$ cat config.mk
export PLATFORM = sky130hd
export DESIGN_NAME = udma_ts_tx_gen
export DESIGN_NICKNAME = d
export VERILOG_FILES = /design/src/rtl/udma_ts_tx_gen.sv
export SDC_FILE = /design/constraint.sdc
export NUM_CORES = 1
export LEC_CHECK = 0
export ABC_CLOCK_PERIOD_IN_PS = 5700
export BUFFER_PORTS_ARGS = -buffer_cell sky130_fd_sc_hd__buf_2
export CAP_MARGIN = 20
export CORE_ASPECT_RATIO = 1.5
export CORE_MARGIN = 4
export CORE_UTILIZATION = 50
export DETAILED_ROUTE_END_ITERATION = 6
export GPL_ROUTABILITY_DRIVEN = 0
export GPL_TIMING_DRIVEN = 0
export HOLD_SLACK_MARGIN = 0.06
export PLACE_DENSITY_LB_ADDON = 0.1
export RECOVER_POWER = 50
export SYNTH_ARGS = -nofsm -noshare
export SYNTH_HDL_FRONTEND = slang
export SYNTH_SLANG_ARGS = --single-unit
$ cat constraint.sdc
create_clock -name sys_clk_i -period 5.7 [get_ports sys_clk_i]
set_input_delay 0.57 -clock sys_clk_i [delete_from_list [all_inputs] [get_ports sys_clk_i]]
set_output_delay 0.57 -clock sys_clk_i [all_outputs]
set_load 0.03 [all_outputs]
$ cat src/rtl/udma_ts_tx_gen.sv
// Transmit-side timestamp generator: fetches 32-bit words from a uDMA TX channel
// and replays them as paced toggle-valid samples (chid + data) on the timestamp bus.
module udma_ts_tx_gen #(
  parameter int TS_DATA_WIDTH = 28,
  parameter int TS_CHID_LSB   = 28,
  parameter int TS_CHID_WIDTH = 4,
  parameter int GAP_WIDTH     = 8,
  parameter int FIFO_DEPTH    = 2
) (
  input  logic                     sys_clk_i,
  input  logic                     rst_ni,
  input  logic                     cfg_en_i,
  input  logic                     cfg_clr_i,
  input  logic [GAP_WIDTH-1:0]     cfg_gap_i,
  output logic                     data_tx_req_o,
  input  logic                     data_tx_gnt_i,
  output logic [1:0]               data_tx_datasize_o,
  input  logic [31:0]              data_tx_i,
  input  logic                     data_tx_valid_i,
  output logic                     data_tx_ready_o,
  output logic                     ts_valid_o,
  output logic [TS_CHID_WIDTH-1:0] ts_chid_o,
  output logic [TS_DATA_WIDTH-1:0] ts_data_o,
  output logic                     event_o,
  output logic [15:0]              sent_cnt_o,
  output logic                     busy_o
);

  localparam int AW = (FIFO_DEPTH > 1) ? $clog2(FIFO_DEPTH) : 1;
  localparam int CW = AW + 1;

  typedef enum logic {ST_IDLE, ST_HOLD} state_t;

  state_t                   r_state, w_state_nxt;
  logic [GAP_WIDTH-1:0]     r_gap_cnt, w_gap_nxt;
  logic [31:0]              r_mem [FIFO_DEPTH];
  logic [AW-1:0]            r_wr_ptr, r_rd_ptr;
  logic [CW-1:0]            r_count, r_outst;
  logic                     r_ts_valid, r_event;
  logic [TS_CHID_WIDTH-1:0] r_ts_chid;
  logic [TS_DATA_WIDTH-1:0] r_ts_data;
  logic [15:0]              r_sent_cnt;

  logic          w_full, w_empty, w_push, w_pop, w_grant;
  logic [CW:0]   w_inflight;
  logic [31:0]   w_head;

  assign w_full     = (r_count == CW'(FIFO_DEPTH));
  assign w_empty    = (r_count == '0);
  assign w_inflight = (CW+1)'(r_count) + (CW+1)'(r_outst);
  assign w_head     = r_mem[r_rd_ptr];

  // Requests are budgeted against buffered plus granted-but-unreturned words,
  // so every granted word is guaranteed a free slot when it arrives.
  assign data_tx_req_o      = cfg_en_i & (w_inflight < (CW+1)'(FIFO_DEPTH));
  assign data_tx_ready_o    = ~w_full;
  assign data_tx_datasize_o = 2'b10;

  assign w_grant = data_tx_req_o & data_tx_gnt_i;
  assign w_push  = data_tx_valid_i & ~w_full;
  assign w_pop   = (r_state == ST_IDLE) & cfg_en_i & ~w_empty & ~cfg_clr_i;

  assign busy_o = (r_state == ST_HOLD) | ~w_empty | (r_outst != '0);

  // NOTE: sequential state uses non-blocking assignments so every register
  // samples pre-edge values regardless of process ordering.
  always_ff @(posedge sys_clk_i or negedge rst_ni) begin
    if (!rst_ni) begin
      r_outst <= '0;
    end else begin
      case ({w_grant, w_push})
        2'b10:   r_outst <= r_outst + CW'(1);
        2'b01:   r_outst <= r_outst - CW'(1);
        default: r_outst <= r_outst;
      endcase
    end
  end

  always_ff @(posedge sys_clk_i or negedge rst_ni) begin
    if (!rst_ni) begin
      r_wr_ptr <= '0;
      r_rd_ptr <= '0;
      r_count  <= '0;
    end else if (cfg_clr_i) begin
      r_wr_ptr <= '0;
      r_rd_ptr <= '0;
      r_count  <= '0;
    end else begin
      if (w_push) r_wr_ptr <= r_wr_ptr + AW'(1);
      if (w_pop)  r_rd_ptr <= r_rd_ptr + AW'(1);
      case ({w_push, w_pop})
        2'b10:   r_count <= r_count + CW'(1);
        2'b01:   r_count <= r_count - CW'(1);
        default: r_count <= r_count;
      endcase
    end
  end

  // NOTE: storage has no reset; validity is tracked by the pointers and count,
  // which keeps the array as plain flops/RAM without a reset tree.
  always_ff @(posedge sys_clk_i) begin
    if (w_push) r_mem[r_wr_ptr] <= data_tx_i;
  end

  always_ff @(posedge sys_clk_i or negedge rst_ni) begin
    if (!rst_ni) begin
      r_state   <= ST_IDLE;
      r_gap_cnt <= '0;
    end else begin
      r_state   <= w_state_nxt;
      r_gap_cnt <= w_gap_nxt;
    end
  end

  // NOTE: every always_comb output is given a default first, so no path can
  // leave it unassigned and infer a latch.
  always_comb begin
    w_state_nxt = r_state;
    w_gap_nxt   = r_gap_cnt;
    if (cfg_clr_i) begin
      w_state_nxt = ST_IDLE;
      w_gap_nxt   = '0;
    end else begin
      case (r_state)
        ST_IDLE: begin
          if (w_pop) begin
            w_state_nxt = ST_HOLD;
            w_gap_nxt   = cfg_gap_i;
          end
        end
        ST_HOLD: begin
          if (r_gap_cnt == '0) w_state_nxt = ST_IDLE;
          else                 w_gap_nxt   = r_gap_cnt - GAP_WIDTH'(1);
        end
        default: w_state_nxt = ST_IDLE;
      endcase
    end
  end

  // Sample fields only move on a pop, so the far side never sees data change
  // without a matching valid toggle.
  always_ff @(posedge sys_clk_i or negedge rst_ni) begin
    if (!rst_ni) begin
      r_ts_valid <= 1'b0;
      r_ts_chid  <= '0;
      r_ts_data  <= '0;
      r_event    <= 1'b0;
      r_sent_cnt <= '0;
    end else if (cfg_clr_i) begin
      r_event    <= 1'b0;
      r_sent_cnt <= '0;
    end else begin
      r_event <= w_pop;
      if (w_pop) begin
        r_ts_valid <= ~r_ts_valid;
        r_ts_data  <= w_head[TS_DATA_WIDTH-1:0];
        r_ts_chid  <= w_head[TS_CHID_LSB +: TS_CHID_WIDTH];
        r_sent_cnt <= r_sent_cnt + 16'd1;
      end
    end
  end

  assign ts_valid_o = r_ts_valid;
  assign ts_chid_o  = r_ts_chid;
  assign ts_data_o  = r_ts_data;
  assign event_o    = r_event;
  assign sent_cnt_o = r_sent_cnt;

endmodule

Word level (Yosys, flattened, before mapping):

Memories as Yosys holds them, arrays and structs flattened. A register that Yosys moved wholly into a read port is not among the register bits.
Index checks and enable logic that the tools add are counted.

* $add $sub $neg: 9
* order comparisons: 1
* equal/unequal tests: 7
* muxes and demuxes: 20
* bitwise operators: 13
* reductions and logical operators: 10

Operator list (count)
* 16-bit two-way mux: 2
* 8-bit two-way mux: 3
* 16-bit by 1-bit adder with 16-bit output (second input constant): 1
* 8-bit case mux with 2 select lines: 1
* 1-bit two-way mux: 10
* 8-bit zero test: 1
* 2-bit case mux with 2 select lines: 2
* 2-bit nonzero test: 4
* 8-bit by 1-bit subtractor with 8-bit output (second input constant): 1
* 1-bit bitwise AND: 6
* 2-bit == test (second input constant): 3
* 3-bit inequality test (second input constant): 2
* 1-bit inverter: 5
* 2-bit by 1-bit adder with 2-bit output (second input constant): 2
* 2-bit by 1-bit == test with 1-bit output (second input constant): 2
* 2-bit AND reduction: 2
* 2-bit by 1-bit subtractor with 2-bit output (second input constant): 2
* 2-bit by 2-bit adder with 3-bit output: 1
* 3-bit by 2-bit less-than comparator with 1-bit output (second input constant): 1
* 3-bit nonzero test: 1
* 1-bit adder (second input constant): 2
* 2-bit zero test: 1
* 2-bit two-way mux: 1
* 1-bit OR: 2
* 2 further kinds: 2

* register bits: 33
* RAM bits: 64
* bits of input ports: 46
* logic and storage cells: 70
* memories: 1

Memories
* r_mem: depth 2, bits a word 32, read ports 1, clocked after Yosys merged registers in 1, write ports 1, line 36 `logic [31:0] r_mem [FIFO_DEPTH];`

Depth between registers and ports, before layout:

* depth in word-level cells: 7
* mapped depth: 8
* depth with buffers taken out: 8

Worst setup path after synthesis:

Ideal clock, no wire load.

* path type: flip-flop to flip-flop
* start point: reg r_count[0]
* end point: mem r_mem[0][0], enable pin
* setup time: 0.421 ns
* data arrival time: 2.334 ns
* required time: 5.279 ns
* slack: 2.945 ns
* cell stages (with the launch flop): 4
* clock period less this slack: 2.755 ns
* path through: dfrtp_1 nand2b_1 nand2_1 nor2_1

* word-level cells in the longest chain between the ends: 5

Ends and longest elaborated chain
* from (decl): line 38 `logic [CW-1:0] r_count, r_outst;`
* from (signal assigned): line 92 `2'b10: r_count <= r_count + CW'(1);`
* from (signal assigned): line 93 `2'b01: r_count <= r_count - CW'(1);`
* from (signal assigned): line 94 `default: r_count <= r_count;`
* 2-bit == test: line 48 `assign w_full = (r_count == CW'(FIFO_DEPTH));`
* 1-bit inverter
* named net data_tx_ready_o: line 20 `output logic data_tx_ready_o,`
* 1-bit bitwise AND: line 60 `assign w_push = data_tx_valid_i & ~w_full;`
* 1-bit two-way mux: line 102 `if (w_push) r_mem[r_wr_ptr] <= data_tx_i;`
* 1-bit two-way mux (not written as such): line 102
* to (decl): line 36

The timed path passes the listed nets, and every way through them passes these cells.

==> impl_metrics.toml <==
[status]
status = "finished, violations left"
violations = "max-capacitance violations, max-slew violations"

[clock_network]
clk_path_buf_depth = 2
clock_sinks = 129
cts_htree_levels = 4
postCtsHoldBufs = 0
numCtsBuffers = 17
cts.reportedPaths.clkPinSlew_ns = 0.06
cts.repair.resized = 0
post-cts-setup-buffers = 0
cts-root-buf = "clkbuf_16"
worstSkewPairLatency_ns = 0.41
cts_tree = "built"

[timing]
fin_skew_ns = 0.004711
rsz0062_at_grt = "no"
finalSetupTns_ns = 0
worst_pin_slew_ns = 3.473
setup_violations = 0
drv_slew = 66
final_hold_viol_count = 0
relSlewSlack_pct = -131.5
finalCriticalPeriod_ns = 3.293
period_share_pct = 57.77
timing.fmax_mhz = 303.7

[finish]
layout_commonest_cell = "buf_2"
final_cell_mix = "buf_2 (68), dfrtp_1 (65), edfxtp_1 (64)"
fin_nets = 563
fin_cells = 642
area_growth_pct = 23.38
fin_util_pct = 63.46
antenna_cells = 0
final_area_sq_um = 6431
drive_gt1_share_pct = 22.10

[floorplan]
chipHeight_microns = 133.1
io_pins = 101
dieArea_sq_um = 12160
fp.coreArea_sq_um = 10130
rows = 45
initial_utilization_pct = 51.43
die_x_microns = 91.37

[synth]
synth_cell_type_count = 46
synth_top_family_by_area = "simple AND/OR/NAND/NOR gates"
synth_flop_cell = "dfrtp_1"
ys_seq_area_share_pct = 68.07
synthCells = 395
synth_compound_area_share_pct = 7.465
synth_area_per_cell_sq_um = 13.20
syn_nets = 446
synth_fa_ha_area_share_pct = 1.344
synth_simple_gate_area_share_pct = 10.87
synth_edf_count = 64
async_flop_share_pct = 50.39
synth_warnings = 0
synthXorXnorAreaFrac_pct = 2.856
ys_ff_latch = 129
synth_mux_area_share_pct = 6.769
synth_area_sq_um = 5212

[placed_design]
placed_cells = 610
port_buffers = 98
dp.final_hpwl_microns = 6916
placedInstanceArea_sq_um = 5861

[route]
vias = 3423
drc = 0
wl_microns = 10100
drt-pass1-iter-count = 4
ant_nets = 0
drtIter0Drc = 111
viasPerCell = 5.332
wl_per_cell_microns = 15.73

[setup_path]
cp_slowest_cell = "clkbuf_1"
crit_cells = 1
cp-end-kind = "asynchronous set/reset pin"
arrival_ns = 3.02
startpoint_type = "input port"
reg2reg_depth = 7
crit_start = "rst_ni"
r2r_end = "r_outst[1]"
max_stage_delay_ns = 2.40
worst-path-buf-inv = 1
path_cells = "clkbuf_1"
cp_max_fo = 65
regToRegStartpoint = "r_count[0]"
worstPathRequired_ns = 5.43
crit_end = "ts_data_o[5]"
r2r_slack_ns = 3.49
cp_top_family = "buffers and inverters"
path_class = "input port to asynchronous set/reset pin"

[grt]
gr-usage-met2_pct = 31.67
grt_max_degree = 66
met1_usage_pct = 20.61
grt_pass1_vias = 3493
antenna_found_initial = 0
grtUsageMet3_pct = 5.119
gr-max-usage-layer = "met2"
overflow = 0
track_usage_pct = 17.83
grt_pass1_wl_microns = 16780

[job]
drv_cap = 1

[power]
p_total_mw = 2.884
max-vdd-ir-drop_mv = 0.3068
power_leakage_nw = 2.660
p_per_area_nw_per_um2 = 448.4

[hold_path]
hold_path_class = "input port to flop"
## power breakdown
part / internal, mW / switching [mW]
combinational: 0.174 / 0.395
sequential: 1.13 / 0.0851
clock: 0.705 / 0.399
## layer usage
layer	wire [microns]	vias up
li1	-	1658
met1	3954	1663
met2	5468	89
met3	540	13
met4	136	0
met5	0	-
## cells in the mapped netlist (2+ instances only)
cell type / n / area (sq um)
or4_1: 4 / 30.03
a21oi_1: 15 / 75.07
or2_2: 4 / 25.02
inv_1: 7 / 26.28
xor2_1: 4 / 35.03
xnor2_1: 13 / 113.9
a32o_1: 3 / 30.03
nor3b_1: 2 / 15.01
nor3_1: 4 / 20.02
dfrtp_1: 65 / 1627
o21ai_1: 12 / 60.06
buf_2: 3 / 15.01
buf_4: 2 / 15.01
nand3b_1: 2 / 15.01
nor2_1: 17 / 63.81
a22o_1: 5 / 43.79
nor2b_1: 2 / 12.51
nand2_1: 38 / 142.6
nand4_1: 3 / 18.77
nand3_1: 8 / 40.04
edfxtp_1: 64 / 1922
mux2i_1: 33 / 330.3
ha_1: 4 / 50.05
clkbuf_1: 14 / 52.55
or3_1: 11 / 68.82
nand2b_1: 3 / 18.77
and4_1: 2 / 17.52
conb_1: 2 / 7.510
mux2_2: 2 / 22.52
o21ai_0: 31 / 155.2
## area by class of cell
| cell class | instances | area, sq um |
|---|---|---|
| fillers | 826 | 3704 |
| flip-flops and latches | 129 | 3548 |
| multi-input cells | 237 | 1541 |
| repair buffers | 98 | 450.4 |
| clock buffers | 18 | 439.2 |
| clock inverters | 14 | 177.7 |
| well taps | 117 | 146.4 |
| plain buffers | 22 | 101.3 |
| inverters | 7 | 26.28 |
## flip-flops by register name, summed over array words and instances, names as in the netlist
signal and cells:
ts_chid_o 4, event_o 1, r_rd_ptr 1, ts_data_o 28, r_count 2, ts_valid_o 1, r_gap_cnt 8, sent_cnt_o 16
r_state 1, r_wr_ptr 1, r_mem 64, r_outst 2
## metrics by stage
step / hold WS, ns / setup WS [ns]
global placement: 0.4601 / 2.252
CTS: 0.2906 / 2.983
floorplan: 0.2744 / 2.945
detailed placement: 0.4668 / 3.447
finish: 0.3507 / 2.407
global route: 0.3371 / 1.591
## logic make-up (layout without fill, tap and decap cells)
family                   Yosys count  count (layout)
flip-flops                       129             129
AND/OR/NAND/NOR                  109             109
AO/OA/AOI/OAI                     69              69
multiplexers                      35              35
buffers and inverters             29             159
XOR/XNOR                          17              17
adder cells (fa/ha/maj)            5               5
other                              2               2
## worst min path at each step
stage                        from       endpoint  slack (ns)  depth (start not counted)
finish              data_tx_i[21]   r_mem[1][21]        0.35                          1
global route        data_tx_i[28]   r_mem[1][28]        0.34                          1
CTS                        rst_ni   r_gap_cnt[1]        0.29                          1
detailed placement   ts_data_o[5]   ts_data_o[5]        0.47                          2
global placement    ts_data_o[18]  ts_data_o[18]        0.46                          2
floorplan                  rst_ni        event_o        0.27                          0
No activity file was read; power rests on OpenSTA's default activity.
